### src/rtl/riscv_pkg.sv
// Shared core-wide sizing constants used by the writeback path.
package riscv_pkg;
  localparam int unsigned WORD_SIZE = 32;
  localparam int unsigned NUM_REGS  = 32;
  localparam int unsigned REG_IDX_W = $clog2(NUM_REGS);
  localparam int unsigned WB_DEPTH  = 4;
  localparam int unsigned WB_CNT_W  = $clog2(WB_DEPTH + 1);
endpackage

### src/rtl/wb_fifo.sv
// Writeback result queue: up to two pushes (push0 first) and one pop per cycle.
module wb_fifo #(
  parameter int unsigned WIDTH = riscv_pkg::WORD_SIZE + riscv_pkg::REG_IDX_W
) (
  input  logic                            clk,
  input  logic                            rst,
  input  logic                            flush,
  input  logic                            push0,
  input  logic [WIDTH-1:0]                push0_data,
  input  logic                            push1,
  input  logic [WIDTH-1:0]                push1_data,
  input  logic                            pop,
  output logic                            empty,
  output logic [riscv_pkg::WB_CNT_W-1:0]  count,
  output logic [WIDTH-1:0]                head
);
  localparam int unsigned DEPTH = riscv_pkg::WB_DEPTH;
  localparam int unsigned PTR_W = $clog2(DEPTH);
  localparam int unsigned CNT_W = riscv_pkg::WB_CNT_W;

  logic [WIDTH-1:0] mem [DEPTH];
  logic [PTR_W-1:0] wr_ptr;
  logic [PTR_W-1:0] wr_ptr_nxt;
  logic [PTR_W-1:0] rd_ptr;
  logic [CNT_W-1:0] cnt_q;

  assign wr_ptr_nxt = wr_ptr + PTR_W'(1);

  // Pointers and occupancy; pointers wrap naturally at DEPTH.
  always_ff @(posedge clk) begin
    if (rst || flush) begin
      wr_ptr <= '0;
      rd_ptr <= '0;
      cnt_q  <= '0;
    end else begin
      wr_ptr <= wr_ptr + PTR_W'(push0) + PTR_W'(push1);
      rd_ptr <= rd_ptr + PTR_W'(pop);
      cnt_q  <= cnt_q + CNT_W'(push0) + CNT_W'(push1) - CNT_W'(pop);
    end
  end

  // Payload storage carries no reset; push1 is only used alongside push0.
  always_ff @(posedge clk) begin
    if (push0) mem[wr_ptr] <= push0_data;
    if (push1) mem[wr_ptr_nxt] <= push1_data;
  end

  assign empty = (cnt_q == '0);
  assign count = cnt_q;
  assign head  = mem[rd_ptr];
endmodule

### src/rtl/wb_unit.sv
// Writeback unit: arbitrates ALU/load results into a small queue that drives
// the register-file write port, and tracks pending destinations for hazards.
module wb_unit #(
  parameter  int unsigned WORD_SIZE = riscv_pkg::WORD_SIZE,
  parameter  int unsigned NUM_REGS  = riscv_pkg::NUM_REGS,
  localparam int unsigned REG_IDX_W = $clog2(NUM_REGS)
) (
  input  logic                 clk,
  input  logic                 rst,
  input  logic                 flush,
  input  logic                 issueValid,
  input  logic [REG_IDX_W-1:0] issueRd,
  input  logic [REG_IDX_W-1:0] rs1,
  input  logic [REG_IDX_W-1:0] rs2,
  output logic                 rs1Busy,
  output logic                 rs2Busy,
  input  logic                 aValid,
  output logic                 aReady,
  input  logic [REG_IDX_W-1:0] aRd,
  input  logic [WORD_SIZE-1:0] aData,
  input  logic                 bValid,
  output logic                 bReady,
  input  logic [REG_IDX_W-1:0] bRd,
  input  logic [WORD_SIZE-1:0] bData,
  output logic                 wCtrl,
  output logic [REG_IDX_W-1:0] wSel,
  output logic [WORD_SIZE-1:0] wData
);
  localparam int unsigned ENT_W = REG_IDX_W + WORD_SIZE;
  localparam int unsigned CNT_W = riscv_pkg::WB_CNT_W;
  localparam int unsigned DEPTH = riscv_pkg::WB_DEPTH;

  logic [CNT_W-1:0]    count;
  logic                empty;
  logic [ENT_W-1:0]    head;
  logic                pop;
  logic                a_push;
  logic                b_push;
  logic                push0;
  logic                push1;
  logic [ENT_W-1:0]    push0_data;
  logic [ENT_W-1:0]    push1_data;
  logic [NUM_REGS-1:0] busy_q;
  logic [NUM_REGS-1:0] busy_d;

  // Readiness reserves two slots for A whenever B competes in the same cycle.
  assign bReady = (count <= CNT_W'(DEPTH - 1));
  assign aReady = bValid ? (count <= CNT_W'(DEPTH - 2)) : (count <= CNT_W'(DEPTH - 1));

  assign b_push = bValid && bReady && (bRd != '0);
  assign a_push = aValid && aReady && (aRd != '0);

  // B takes the first slot; A follows in the second slot when both push.
  always_comb begin
    push0      = b_push || a_push;
    push1      = b_push && a_push;
    push0_data = b_push ? {bRd, bData} : {aRd, aData};
    push1_data = {aRd, aData};
  end

  wb_fifo #(.WIDTH(ENT_W)) u_fifo (
    .clk        (clk),
    .rst        (rst),
    .flush      (flush),
    .push0      (push0),
    .push0_data (push0_data),
    .push1      (push1),
    .push1_data (push1_data),
    .pop        (pop),
    .empty      (empty),
    .count      (count),
    .head       (head)
  );

  assign pop             = !empty;
  assign wCtrl           = !empty;
  assign {wSel, wData}   = head;

  // Scoreboard: a new issue wins over a same-cycle retire of that register.
  always_comb begin
    busy_d = busy_q;
    if (pop) busy_d[wSel] = 1'b0;
    if (issueValid && (issueRd != '0)) busy_d[issueRd] = 1'b1;
    busy_d[0] = 1'b0;
  end

  always_ff @(posedge clk) begin
    if (rst || flush) busy_q <= '0;
    else              busy_q <= busy_d;
  end

  assign rs1Busy = busy_q[rs1];
  assign rs2Busy = busy_q[rs2];
endmodule

### config.mk
export PLATFORM = sky130hd
export DESIGN_NAME = wb_unit
export DESIGN_NICKNAME = d
export VERILOG_FILES = /design/src/rtl/riscv_pkg.sv /design/src/rtl/wb_fifo.sv /design/src/rtl/wb_unit.sv
export SDC_FILE = /design/constraint.sdc
export NUM_CORES = 1
export LEC_CHECK = 0
export ABC_AREA = 0
export CORE_MARGIN = 5
export CORE_UTILIZATION = 30
export CTS_BUF_LIST = sky130_fd_sc_hd__clkbuf_4 sky130_fd_sc_hd__clkbuf_8
export CTS_CLUSTER_DIAMETER = 200
export DETAILED_ROUTE_END_ITERATION = 10
export PLACE_DENSITY = 0.54
export REMOVE_ABC_BUFFERS = 1
export SYNTH_ARGS = -nofsm -noshare
export SYNTH_HDL_FRONTEND = slang
export SYNTH_SLANG_ARGS = --single-unit
### constraint.sdc
create_clock -name clk -period 3.5 [get_ports clk]
set_input_delay 0.7 -clock clk [delete_from_list [all_inputs] [get_ports clk]]
set_output_delay 0.7 -clock clk [all_outputs]
set_load 0.05 [all_outputs]
Word-level counts from Yosys, hierarchy flattened --
Memories as Yosys holds them, arrays and structs flattened. A register that Yosys moved wholly into a read port is not among the register bits. Cells that the tools add are included. W data, S select, Z words.
Storage, ports and cells: bits of input ports 95, bits in writable memories 148, memories kept 1, register bits 39
Operators by class: multiplexer cells 17, bitwise gates (word level) 3, reduce and logical (&&, ||, !) cells 15, $add $sub $neg 7, $lt $le $gt $ge 8
Memories:
- u_fifo.mem | words 4, bits a word 37, read ports 1, clocked after Yosys merged registers in 1, wr ports 2, RTL line wb_fifo.sv:21 | logic [WIDTH-1:0] mem [DEPTH];
Operators by type and width (count):
- $mux W32 | 2
- $mux W37 | 1
- $and A32 B32 Y32 | 1
- $not A32 Y32 | 1
- $or A32 B32 Y32 | 1
- $lt A5 B6 Y1 const B | 4
- $reduce_bool A5 Y1 | 3
- $bmux W1 S5 | 2
- $demux W1 S5 | 2
- $ge A5 B1 Y1 const B | 2
- $mux W1 | 9
- $logic_and A1 B1 Y1 | 8
- $add A2 B1 Y2 | 3
- $add A3 B1 Y3 | 2
- $le A3 B2 Y1 const B | 2
- $logic_not A3 Y1 | 1
- $sub A3 B1 Y3 | 1
- $add A2 B1 Y2 const B | 1
- $logic_or A1 B1 Y1 | 2
- $mux W2 | 1
- $logic_not A1 Y1 | 1

Depth between registers and ports, before layout --
Gate-level depths: netlist (run 1).
word-level depth 9, depth in mapped cells 13, gate-level depth less buffers 12

Hierarchy --
Synthesis (run 1) repeated with hierarchy kept, for this count alone.
Unflattened totals: cells, all modules 686, area, all modules 9990.8 um2
By module, submodules not included:
- wb_fifo | cells an instance 396, times used 1, area each 7647.3 um2
- wb_unit | cells an instance 290, times used 1, area each 2343.5 um2

Worst setup path before layout (run 1) --
Ideal clock, no wire load.
path kind input-to-reg, from input bValid, to memory u_fifo.mem[1][0] (netlist bit), enable pin, arrival time 3272 ps, slack -215 ps, buffers on the path 1, library setup time 444 ps, stages on the path 5, cell sequence and4bb_1 -> a221oi_4 -> buf_6 -> a211o_1 -> a21oi_1
RTL lines:
- start: declaration | RTL line wb_unit.sv:21 | input logic bValid,
- end: declaration | RTL line wb_fifo.sv:21

Worst setup path after layout (run 1) --
from input rs1[1], to output rs1Busy
Between the ends: longest elaborated chain between the ends 2
RTL lines:
- start: declaration | RTL line wb_unit.sv:13 | input logic [REG_IDX_W-1:0] rs1,
- $bmux W1 S5 | RTL line wb_unit.sv:92 | assign rs1Busy = busy_q[rs1];
- $mux W1 (implied by the code) | RTL line wb_unit.sv:92
- end: declaration | RTL line wb_unit.sv:15 | output logic rs1Busy,
Every way passes these cells. The select of a mux whose other input is x is not followed.

==> reports/results.tsv, run 1 <==
metric	value	unit
Sw Ratio	37.9	%
clock slew at the register clock pins of the worst setup and hold paths	0.09	ns
Power per Cell Area	677	nW/µm²
largest net degree at the start of global routing	38	
Comb power frac	47.7	%
Cell Area, Synth	10400	µm²
Tmin final	3.39	ns
Worst slew margin	49.6	%
buffers and inverters on the worst path	3	
# fillers	3278	
Starting Density	30.2	%
num rows	68	
vias per cell	4.98	
Final HPWL DP	18600	µm
die width	196	µm
Final Hold Violating Endpoints	0	
Crit path max-delay family	buffers and inverters	
vias in the first global route	7008	
share of layout cells above drive strength 1	32.3	%
initial antenna violation count	8	
Clock power frac	17.6	%
# setup viols final	0	
Worst Tran Pin Value	0.757	ns
Yosys Warn Count	0	
Setup Total Neg Slack	0	ns
WL met2	13500	µm
top cells by area, synth	edfxtp_1 43%, mux4_2 10%, mux2_4 8.7%, mux2_2 7.8%, dfxtp_1 7.3%	
WP data required	2.80	ns
CTS Buf Count	17	
EDFF count, synth	148	
max-cap viol count	0	
Fmax	295	MHz
gr usage total	14.3	%
Crit. End Element	output port	
RSZ-0062 raised after global routing	false	
global route overflow	0	
final wirelength	27000	µm
H-tree depth	4	
DR top layer	met5	
first-pass GRT wire length	41900	µm
Pleak	4.45	nW
DRC Markers	0	
Sw Pwr	3.34	mW
sequential fraction of the synthesis area	50.3	%
Clk Latency, worst-skew pair	0.48	ns
Yosys top cell by area	edfxtp_1	
Peak VDD IR	0.438	mV
Root Driver	clkbuf_8	
Hold/Removal Path Class	flip-flop to flip-flop	
Pins Over Slew Limit	0	
Netlist cell types	62	
Final #Nets	957	
internal power	5.46	mW
num ports	137	
Syn Inst Count	697	
CORE AREA	34300	µm²
CP max FO	10	
Clock Tree Buf Depth	2	
die height	196	µm
wire per inst	20.4	µm
hold_buf cts	0	
Storage cell area	5210	µm²
Syn Area/Cell	14.9	µm²
CTS resizes	0	
critical path class	input pin to output port	
Initial DRC Count	345	
postcts setup bufs	0	
DR vias	6583	
Layout Utilization	37.9	%
crit path cell chain	clkdlybuf4s50_1, buf_12, mux4_2, a22oi_1, o211ai_1, mux2_2, buf_4	
slowest stage delay, CP	0.51	ns
Worst Setup Start Kind	input pin	
async set or reset register ratio after synthesis	0	%
Yosys top cell area share	42.9	%
Main synth FF type	edfxtp_1	
fin crit share	96.8	%
area of the multi-input gates	4810	µm²
WP data arrival	2.69	ns
wire length on met3	2110	µm
Clock Skew	0.0150	ns
IO Port Bufs	136	
final worst slack	0.110	ns
WL met1	11000	µm
power consumption	8.80	mW
FF+latch count, synth	186	
Final ANT Viol Nets	0	
clock tree sinks	186	
status	finished clean	
area grow syn2layout	25.7	%
CTS tree	built	
Placer Congestion	0.870	
Slowest cell on crit path	clkdlybuf4s50_1	
drt pass-1 iters	4	
area of the die	38300	µm²
dpl ws	-0.0648	ns
Sequential Power Share	34.7	%
==> stage by stage <==
stage / hold WS (ns) / area, µm² / instances
after floorplan: 0.435 / 10100 / 650
after global placement: 0.462 / 12600 / 1291
after detailed placement: 0.469 / 12600 / 1291
after CTS: 0.484 / 13000 / 1322
after global routing: 0.506 / 13000 / 1323
final: 0.480 / 13000 / 1323
==> worst paths after layout <==
| kind | endpoint | startpoint | depth (start not counted) | slack [ns] |
|---|---|---|---|---|
| max | rs1Busy | rs1[1] | 7 | 0.11 |
| max reg2reg | u_fifo.count[1] | u_fifo.count[2] | 11 | 0.70 |
| min | busy_q[17] | busy_q[17] | 2 | 0.48 |
| min reg2reg | busy_q[17] | busy_q[17] | 2 | 0.48 |
==> cell usage after synthesis, drive strengths merged (3+ instances only) <==
cell / instances
mux2: 149
edfxtp: 148
nor2: 70
mux4: 47
dfxtp: 38
a211oi: 30
buf: 29
o22a: 27
clkbuf: 18
inv: 17
mux2i: 12
nand2: 9
nor3: 8
a21oi: 6
nand2b: 6
a221oi: 5
nor4: 5
o211a: 5
and2: 4
ha: 4
nor3b: 4
fa: 3
nand3: 3
nand4: 3
nand4b: 3
o2111ai: 3
o21ai: 3
o41a: 3
o41ai: 3
==> per-layer routing <==
metal  vias to the layer above  global-route usage, %
met3                        36                   5.44
li1                       3099                      -
met1                      3253                   17.0
met4                        14                   3.54
met5                         -                      0
met2                       181                   24.4
==> layout make-up <==
type | count | area share (%)
tap | 455 | 4.38
clock buffer | 18 | 1.86
inverter | 17 | 0.491
clock inverter | 13 | 1.28
sequential | 186 | 40.1
multi-input combinational | 447 | 37.0
timing repair buffer | 186 | 14.9
antenna | 1 | 0.0192
==> cells by family after synthesis <==
| kind of cell | count (synthesis) | share of synthesized area, % |
|---|---|---|
| flops | 186 | 50.3 |
| compound gates | 98 | 8.58 |
| fa+ha+maj | 7 | 1.06 |
| simple gates | 131 | 6.58 |
| buf+inv | 64 | 3.47 |
| xor+xnor | 3 | 0.254 |
| mux | 208 | 29.8 |
==> state kept, by name, summed over array words and instances (netlist names) <==
signal	flops
u_fifo.mem	148
busy_q	31
u_fifo.wr_ptr	2
u_fifo.rd_ptr	2
u_fifo.count	3
==> worst min-delay path, delay by kind of cell (launching register included) <==
| kind | cells | cell delay [ns] |
|---|---|---|
| AO/OA/AOI/OAI | 1 | 0.05 |
| buffers and inverters | 1 | 0.05 |
| flip-flops | 1 | 0.34 |
==> power by group through the flow <==
stage | logic, mW | clock network (mW) | registers, mW
2_1_floorplan | 2.70 | 0 | 3.11
3_3_place_gp | 4.26 | 0 | 3.10
3_5_place_dp | 4.25 | 0 | 3.11
4_1_cts | 4.27 | 1.60 | 3.06
5_1_grt | 4.46 | 1.69 | 3.10
6_report | 4.20 | 1.55 | 3.05
==> cell usage in the layout (no fill, tap or decap), drive strengths merged, types with 3 or more instances in the layout <==
| master | netlist | layout |
|---|---|---|
| nand2b | 6 | 6 |
| a221oi | 5 | 5 |
| clkinv | 0 | 4 |
| and2 | 4 | 4 |
| o41ai | 3 | 3 |
| nor3 | 8 | 8 |
| nor2 | 70 | 70 |
| clkdlybuf4s50 | 0 | 133 |
| buf | 29 | 53 |
| nor3b | 4 | 4 |
| nand2 | 9 | 9 |
| o2111ai | 3 | 3 |
| fa | 3 | 3 |
| mux4 | 47 | 47 |
| nand3 | 3 | 3 |
| bufinv | 0 | 3 |
| edfxtp | 148 | 148 |
| o21ai | 3 | 3 |
| dfxtp | 38 | 38 |
| nand4 | 3 | 3 |
| mux2i | 12 | 12 |
| o22a | 27 | 27 |
| nand4b | 3 | 3 |
| clkbuf | 18 | 18 |
| o41a | 3 | 3 |
| inv | 17 | 22 |
| a21oi | 6 | 6 |
| mux2 | 149 | 149 |
| ha | 4 | 4 |
| o211a | 5 | 5 |
| a211oi | 30 | 30 |
| nor4 | 5 | 5 |
Note: power is estimated with default switching activity, not from simulation.
==> run 2, diff against run 1 <==
- CTS_BUF_LIST: sky130_fd_sc_hd__clkbuf_4 sky130_fd_sc_hd__clkbuf_8 -> not set
==> run 2 against run 1 <==
- critical path depth did not move
- setup slack improved by 0.0065 ns
- largest power group unchanged
- critical path type unchanged
- cell count stayed put
- highest routed layer unchanged
==> reports/results.tsv, run 2 (synthesis gave the netlist of run 1 again) <==
metric	value	unit
origin of the worst setup path	rs1[1]	
# fillers	3257	
Crit. End Element	output port	
postcts setup bufs	0	
Hold/Removal Path Class	flip-flop to flip-flop	
IO Port Bufs	136	
vias in the first global route	7020	
CTS resizes	0	
Fmax	296	MHz
CORE AREA	34300	µm²
crit path cell chain	clkdlybuf4s50_1, buf_12, mux4_2, a22oi_1, o211ai_1, mux2_2, buf_4	
dpl ws	-0.0648	ns
largest net degree at the start of global routing	38	
Final ANT Viol Nets	0	
die width	196	µm
hold_buf cts	0	
wire per inst	20.4	µm
commonest non-fill, non-tap cell in the layout	edfxtp_1	
commonest non-fill, non-tap cells in the layout	148 x edfxtp_1, 133 x clkdlybuf4s50_1, 72 x mux2_2	
Slowest cell on crit path	clkdlybuf4s50_1	
final wirelength	27000	µm
Worst slew margin	48.5	%
max reg flops	148	
Pins Over Slew Limit	0	
Post-DP Area	12600	µm²
drt pass-1 iters	5	
Power per Cell Area	702	nW/µm²
H-tree depth	4	
die height	196	µm
Final HPWL DP	18600	µm
R2R setup slack	0.70	ns
area grow syn2layout	27.5	%
fin crit share	96.7	%
status	finished clean	
initial antenna violation count	8	
DRC Markers	0	
max-cap viol count	0	
Tmin final	3.38	ns
Sw Pwr	3.39	mW
CP endpoint	rs1Busy	
num ports	137	
reg2reg start	u_fifo.count[2]	
Critical R2R Capture	u_fifo.count[1]	
Clk Latency, worst-skew pair	0.44	ns
Worst Tran Pin Value	0.773	ns
Final #Nets	957	
RSZ-0062 raised after global routing	false	
WP data arrival	2.68	ns
Comb power frac	45.3	%
Sequential Power Share	33.0	%
Largest regs	u_fifo.mem (148), busy_q (31), u_fifo.count (3)	
Root Driver	clkbuf_16	
CTS tree	built	
Starting Density	30.2	%
global route overflow	0	
DR vias	6528	
Clock Tree Buf Depth	2	
Initial DRC Count	399	
clock tree sinks	186	
gr usage total	14.3	%
Peak VDD IR	0.412	mV
Placer Congestion	0.870	
slowest stage delay, CP	0.51	ns
first-pass GRT wire length	42000	µm
CP max FO	10	
Clock Skew	0.0106	ns
post-route cell area	13200	µm²
# setup viols final	0	
critical path class	input pin to output port	
Final Hold Violating Endpoints	0	
clock slew at the register clock pins of the worst setup and hold paths	0.07	ns
power consumption	9.26	mW
Biggest register	u_fifo.mem	
vias per cell	4.93	
area of the die	38300	µm²
Clock power frac	21.7	%
CTS Buf Count	17	
WP data required	2.80	ns
internal power	5.88	mW
Worst Setup Start Kind	input pin	
Sw Ratio	36.6	%
num rows	68	
share of layout cells above drive strength 1	32.2	%
Reg2Reg Depth	11	
final worst slack	0.117	ns
Pleak	4.54	nW
==> run 2: metal layers <==
layer	vias to the layer above	global-route usage [%]	wire [µm]
met2	166	24.4	13400
met3	34	5.55	2040
li1	3092	-	-
met1	3222	17.1	11100
met5	-	0	95
met4	14	3.47	291
==> run 2: layout make-up <==
class / instances / area [µm²] / share of cell area, %
flip-flops and latches: 186 / 5210 / 39.5
multi-input cells: 447 / 4810 / 36.5
repair buffers: 186 / 1940 / 14.7
well taps: 455 / 569 / 4.31
clock buffers: 18 / 429 / 3.25
clock inverters: 13 / 166 / 1.26
inverters: 17 / 63.8 / 0.484
diodes: 1 / 2.50 / 0.0190
==> run 2: worst min-delay path by stage <==
stage,from,to,slack (ns),depth (start not counted)
after floorplan,busy_q[17],busy_q[17],0.44,2
after global routing,busy_q[17],busy_q[17],0.50,2
after CTS,busy_q[17],busy_q[17],0.48,2
final,busy_q[17],busy_q[17],0.48,2
after detailed placement,busy_q[17],busy_q[17],0.47,2
after global placement,busy_q[17],busy_q[17],0.46,2
==> run 2: worst max-delay path, delay by kind of cell <==
family,cells,cell delay (ns)
AO/OA/AOI/OAI,2,0.34
buffers and inverters,3,0.86
multiplexers,2,0.79
==> run 2: power groups by stage <==
stage	sequential [mW]	combinational, mW	clock [mW]
final	3.06	4.20	2.01
after global routing	3.10	4.46	2.16
after CTS	3.07	4.27	2.07
after detailed placement	3.11	4.25	0
after global placement	3.10	4.26	0
after floorplan	3.11	2.70	0
==> run 2: per-stage QoR <==
stage / utilization, % / cells / TNS (ns) / hold WS [ns]
floorplan: - / 650 / -22.95 / 0.435
global placement: 36.7 / 1291 / -0.0395 / 0.462
global route: 38.5 / 1323 / 0 / 0.502
finish: 38.5 / 1323 / 0 / 0.475
CTS: 38.5 / 1322 / 0 / 0.480
detailed placement: 36.7 / 1291 / -0.0648 / 0.469
==> run 3, diff against run 2 <==
- clock period: 3.5 -> 2.8 ns (I/O delays scaled with it)
==> run 3 against run 2 <==
- clock skew shrank 0.00073 ns
- total power rose by 28%
- final area is 2.7% higher
- hold slack got worse by 0.0046 ns
- critical path type is now input pin to flip-flop
- critical endpoint is now u_fifo.count[1]
- largest power group unchanged
==> reports/results.tsv, run 3 (synthesis gave the netlist of run 1 again) <==
metric	value	unit
global route overflow	0	
num rows	68	
area grow syn2layout	30.9	%
status	finished clean	
critical path class	input pin to flip-flop	
Final HPWL DP	19500	µm
DR vias	6743	
DRC Markers	0	
Pleak	4.88	nW
Worst Tran Pin Value	1.11	ns
vias in the first global route	7095	
die width	196	µm
Layout Cells excl Fill	1358	
hold_buf cts	0	
Peak VDD IR	0.465	mV
power consumption	11.8	mW
R2R setup slack	0.15	ns
Pins Over Slew Limit	0	
Power per Cell Area	873	nW/µm²
wire per inst	20.3	µm
die height	196	µm
CORE AREA	34300	µm²
CTS Buf Count	17	
wire length on met3	1950	µm
Fmax	368	MHz
Post-DP Area	12800	µm²
first-pass GRT wire length	42700	µm
fin crit share	97.2	%
initial antenna violation count	4	
WL met2	13600	µm
CP max FO	2	
clock slew at the register clock pins of the worst setup and hold paths	0.08	ns
Setup Total Neg Slack	0	ns
Largest regs	u_fifo.mem (148), busy_q (31), u_fifo.count (3)	
Clk Latency, worst-skew pair	0.44	ns
Worst slew margin	25.7	%
post-route cell area	13500	µm²
drt pass-1 iters	5	
DR top layer	met5	
WHS	0.471	ns
Final #Nets	992	
area of the die	38300	µm²
Root Driver	clkbuf_16	
largest net degree at the start of global routing	37	
final wirelength	27600	µm
max-cap viol count	0	
WP data required	3.14	ns
Starting Density	30.2	%
Clock Skew	0.00983	ns
vias per cell	4.97	
WL met1	11700	µm
WP data arrival	3.06	ns
Worst Setup Start Kind	input pin	
gr usage total	14.4	%
commonest non-fill, non-tap cells in the layout	148 x edfxtp_1, 97 x buf_4, 83 x clkdlybuf4s50_1	
max reg flops	148	
Hold/Removal Path Class	flip-flop to flip-flop	
CTS tree	built	
RSZ-0062 raised after global routing	false	
dpl cells	1320	
share of layout cells above drive strength 1	40.3	%
Biggest register	u_fifo.mem	
Clock Tree Buf Depth	2	
# setup viols final	0	
Crit. End Element	flip-flop	
commonest non-fill, non-tap cell in the layout	edfxtp_1	
H-tree depth	4	
# diodes	0	
clock tree sinks	186	
Final Hold Violating Endpoints	0	
Final ANT Viol Nets	0	
num ports	137	
Initial DRC Count	366	
IO Port Bufs	136	
Placer Congestion	0.811	
Tmin final	2.72	ns
==> run 3: cell types whose count changed in the layout (fill, tap and decap cells not counted), sizes merged, moves of 3 or more <==
| cell | before | now |
|---|---|---|
| clkinv | 4 | 7 |
| dlygate4sd2 | 0 | 6 |
| buf | 53 | 126 |
| dlymetal6s2s | 0 | 4 |
| clkdlybuf4s50 | 133 | 83 |
==> run 3: layout make-up <==
class,count,area (µm²)
Inverter,17,63.8
Fill cell,3243,20700
Clock buffer,17,425
Timing Repair Buffer,221,2230
Multi-Input combinational cell,447,4850
Tap cell,455,569
Sequential cell,186,5210
Clock inverter,15,204
==> run 3: final timing paths <==
| kind | start | end | cells past startpoint |
|---|---|---|---|
| max | bRd[1] | u_fifo.count[1] | 10 |
| min | busy_q[17] | busy_q[17] | 2 |
| max reg2reg | u_fifo.count[2] | u_fifo.count[1] | 11 |
| min reg2reg | busy_q[17] | busy_q[17] | 2 |
==> run 3: critical path: stages <==
cell	delay, ns
dlygate4sd2_1	0.26
or4_4	0.54
o211ai_1	0.28
nor3_2	0.08
inv_1	0.09
ha_1	0.25
fa_1	0.39
inv_1	0.08
fa_1	0.39
and2_1	0.14
==> run 3: what timing repair did <==
action,4_1_cts,5_1_grt
pin swaps,5,5
setup buffers,4,2
gates resized for setup,17,11
setup endpoints to repair,6,6
==> run 3: power breakdown <==
| group | switching (mW) | leakage, nW | internal [mW] |
|---|---|---|---|
| clock | 1.23 | 0.305 | 1.37 |
| combinational | 3.02 | 2.89 | 2.41 |
| sequential | 0.176 | 1.69 | 3.63 |
==> run 3: routing by layer <==
metal / global-route usage, % / up-vias
met3: 5.15 / 32
met1: 18.0 / 3336
met4: 3.65 / 8
met2: 24.0 / 193
li1: - / 3174
met5: 0 / -
==> run 3: metrics by stage <==
stage / setup slack [ns] / utilization, %
3_5_place_dp: -0.689 / 37.4
3_3_place_gp: -0.655 / 37.4
4_1_cts: 0.00242 / 39.4
2_1_floorplan: -0.875 / -
5_1_grt: 0.00413 / 39.5
6_report: 0.0796 / 39.5
